File: src/rtl/updown_mod_counter.sv
// Parametrised up/down counter over 0..max_val with wrap or saturate at the bounds,
// parallel load, and a terminal-event pulse plus sticky overflow flag.
module updown_mod_counter #(
    parameter int unsigned WIDTH = 8,
    parameter bit          SAT   = 1'b0
) (
    input  logic             clk,
    input  logic             rst,
    input  logic             en,
    input  logic             load,
    input  logic [WIDTH-1:0] load_val,
    input  logic             dir,
    input  logic [WIDTH-1:0] max_val,
    input  logic             clr_flags,
    output logic [WIDTH-1:0] count,
    output logic             at_max,
    output logic             at_min,
    output logic             tc,
    output logic             ovf_sticky
);

    logic [WIDTH-1:0] count_q;
    logic [WIDTH-1:0] count_d;
    logic             term;
    logic             tc_q;
    logic             ovf_q;

    always_comb begin
        count_d = count_q;
        term    = 1'b0;
        if (load) begin
            count_d = (load_val > max_val) ? max_val : load_val;
        end else if (en) begin
            if (!dir) begin
                if (count_q >= max_val) begin
                    term    = 1'b1;
                    count_d = SAT ? max_val : '0;
                end else begin
                    count_d = count_q + 1'b1;
                end
            end else begin
                // A count stranded above a lowered bound is pulled back without an event.
                if (count_q > max_val) begin
                    count_d = max_val;
                end else if (count_q == '0) begin
                    term    = 1'b1;
                    count_d = SAT ? '0 : max_val;
                end else begin
                    count_d = count_q - 1'b1;
                end
            end
        end
    end

    always_ff @(posedge clk) begin
        if (rst) begin
            count_q <= '0;
            tc_q    <= 1'b0;
            ovf_q   <= 1'b0;
        end else begin
            count_q <= count_d;
            tc_q    <= term;
            ovf_q   <= term | (ovf_q & ~clr_flags);
        end
    end

    assign count      = count_q;
    assign tc         = tc_q;
    assign ovf_sticky = ovf_q;
    assign at_max     = (count_q == max_val);
    assign at_min     = (count_q == '0);

endmodule

File: config.mk
export PLATFORM = sky130hd
export DESIGN_NAME = updown_mod_counter
export DESIGN_NICKNAME = d
export VERILOG_FILES = /design/src/rtl/updown_mod_counter.sv
export SDC_FILE = /design/constraint.sdc
export NUM_CORES = 1
export LEC_CHECK = 0
export BUFFER_PORTS_ARGS = -buffer_cell sky130_fd_sc_hd__buf_2
export CAP_MARGIN = 10
export CORE_MARGIN = 2
export CORE_UTILIZATION = 40
export CTS_CLUSTER_DIAMETER = 60
export DETAILED_ROUTE_END_ITERATION = 10
export SETUP_SLACK_MARGIN = 0.2
export SKIP_CTS_REPAIR_TIMING = 1
export SLEW_MARGIN = 20
export SYNTH_ARGS = -nofsm -noshare
export SYNTH_HDL_FRONTEND = slang
export SYNTH_SLANG_ARGS = --single-unit
export TNS_END_PERCENT = 50
File: constraint.sdc
create_clock -name clk -period 2.7 [get_ports clk]
set_clock_uncertainty 0.15 [all_clocks]
set_input_delay 0.135 -clock clk [delete_from_list [all_inputs] [get_ports clk]]
set_output_delay 0.135 -clock clk [all_outputs]
set_load 0.03 [all_outputs]
==> qor.txt <==
Skew-Pair Late Insertion Delay = 0.24 ns
Flops & latches, synth = 10
Die Y = 65.2 µm
Clk pin slew, worst setup/hold paths = 0.05 ns
Via density = 5.77
Sink Count = 10
Worst slack, placed = 0.214 ns
Die W = 65.2 µm
Synthesized Nets = 225
Initial antenna violation count = 0
Clk buf depth = 2
Met3 wire length = 284 µm
Fin crit period = 2.41 ns
Layout cells sized above 1 = 30.9%
Via count = 1546
Total gr overflow = 0
Synth top area share = 15.9%
Routability congestion estimate = 0.937
FFs w/ async S/R, synth = 0%
Vias in the first global route = 1384
Antenna Nets Post-Route = 0
Root buffer cell = clkbuf_8
Ranking of synthesized cells by area = ha_1 (16%), dfxtp_1 (13%), mux2i_1 (11%), a21oi_1 (4.3%), nor2_1 (4.0%)
Max cap viols = 0
Full die area = 4250 µm²
Most frequent cells after synthesis = ha_1 (19), mux2i_1 (16), nor2_1 (16), a21oi_1 (13)
Final WS setup = 0.289 ns
Result of the run = finished, final reports clean
First-pass GRT wire length = 7090 µm
Largest net degree at the start of global routing = 21
EDFF count, synth = 0
DRT Wirelength = 4350 µm
Worst r2r dst = count[3]
Row Count = 22
Most frequent cell after synthesis = ha_1
Seq/Total Area, Yosys = 13.4%
Setup TNS Final = 0 ns
Final hold viol count = 0
Hold Path End = ovf_sticky
Initial Util = 41.2%
M1 WL = 1950 µm
CP max FO = 5
Syn. warnings = 0
Fmax = 415 MHz
Min-delay src = clr_flags
Final period util = 89.3%
I/O pins = 34
Synth area leader = ha_1
Dominant synthesized flop cell = dfxtp_1
# fillers = 386
VDD IR max = 0.299 mV
PwrDens = 460 nW/µm²
WL/cell = 16.2 µm
R2R setup slack = 0.29 ns
Worst-margin pin slew = 0.537 ns
Critical Path RT = 2.67 ns
Slew HR = 63.9%
FF-to-FF path depth = 8
Hold depth = 3
DR WL met2 = 2090 µm
Startpoint types = flip-flop
Number of H-tree levels = 1
DR top layer = met4
Post-DP HPWL = 3360 µm
Cell Area, Synth = 1500 µm²
Drt first-iter violations = 61
Layout Nets = 262
Leak = 0.000881 µW
CP Capture Type = flip-flop
R2r startpoint = count[1]
CTS tree = done
Min-Delay Path Class = input pin to flip-flop
Final setup vio count = 0
Crit Path Category = flip-flop to flip-flop
Syn Inst Count = 184
N_diodes = 0
# port buffers = 33
Final Max Slew Viols = 0
GRT Util Overall = 21.5%
Post-route core utilization = 50.1%
RSZ-0062 raised after global routing = false
Area growth syn-to-layout = 21.6%
Post-route cell area = 1820 µm²
Core Area = 3630 µm²
Drt drc = 0
Synth unique cells = 53
Mean Syn Cell Area = 8.14 µm²
CTS Buf Count = 3
Critical Path AT = 2.38 ns
Placed instance area = 1700 µm²
First-pass iteration count of the detailed router = 4
-- worst max-delay path, cell delays in order, from the launching register on --
cell and delay, ns:
dfxtp_4 0.35, ha_4 0.26, nor2b_1 0.12, o211ai_1 0.11
buf_4 0.16, a211oi_4 0.34, or3_4 0.24, nor2_1 0.05
or4_1 0.50
-- metrics by stage --
stage	power, µW	instances	hold slack [ns]
after global routing	898	268	0.127
after detailed placement	620	260	0.299
after CTS	820	264	0.0755
after floorplan	521	184	0.185
after global placement	622	260	0.305
final	837	268	0.0718
-- routing by layer --
| metal | vias to the layer above | GRT usage (%) |
|---|---|---|
| met1 | 716 | 29.7 |
| met3 | 5 | 3.08 |
| met2 | 56 | 36.4 |
| met4 | 0 | 3.13 |
| li1 | 769 | - |
| met5 | - | 0 |
-- power breakdown --
part	switching, µW	total (µW)	internal [µW]
clock	67.4	196	129
sequential	17.0	183	166
combinational	262	458	196
total	347	837	491
-- registers in the layout (all words and copies together), names as in the netlist --
| name | flops |
|---|---|
| ovf_sticky | 1 |
| count | 8 |
| tc | 1 |
-- how the worst max path moves through the flow --
stage	start	end
floorplan	count[7]	count[3]
global placement	count[1]	count[3]
detailed placement	count[0]	count[3]
CTS	count[0]	count[5]
global route	count[2]	count[4]
finish	count[1]	count[3]
-- layout by cell type, fill, tap and decap left out, drive strengths merged, types with 6 or more instances in the layout --
| master | count |
|---|---|
| buf | 44 |
| nor3 | 6 |
| a21oi | 13 |
| nand2 | 6 |
| nor2 | 19 |
| dfxtp | 10 |
| a211o | 6 |
| ha | 19 |
| mux2i | 16 |
| a211oi | 6 |
| inv | 10 |
| o21ai | 6 |
| nand3 | 8 |
-- cell families (layout without fill, tap and decap cells) --
logic type	after synthesis	in the layout	synth area share, %
and+or+nand+nor	61	61	23.7
AOI/OAI and AO/OA	46	46	21.9
buffers and inverters	23	59	8.19
adders and majority gates	19	19	15.9
muxes	19	19	13.5
DFF	10	10	13.4
xor gates and xnor gates	6	6	3.51
-- final cells by class --
cell class	instances	area, µm²	area share [%]
clock buffers	4	55.1	3.02
flip-flops and latches	10	209	11.5
well taps	48	60.1	3.30
multi-input cells	151	1210	66.3
repair buffers	44	248	13.6
inverters	11	41.3	2.27
Note: power is estimated with default switching activity, not from simulation.
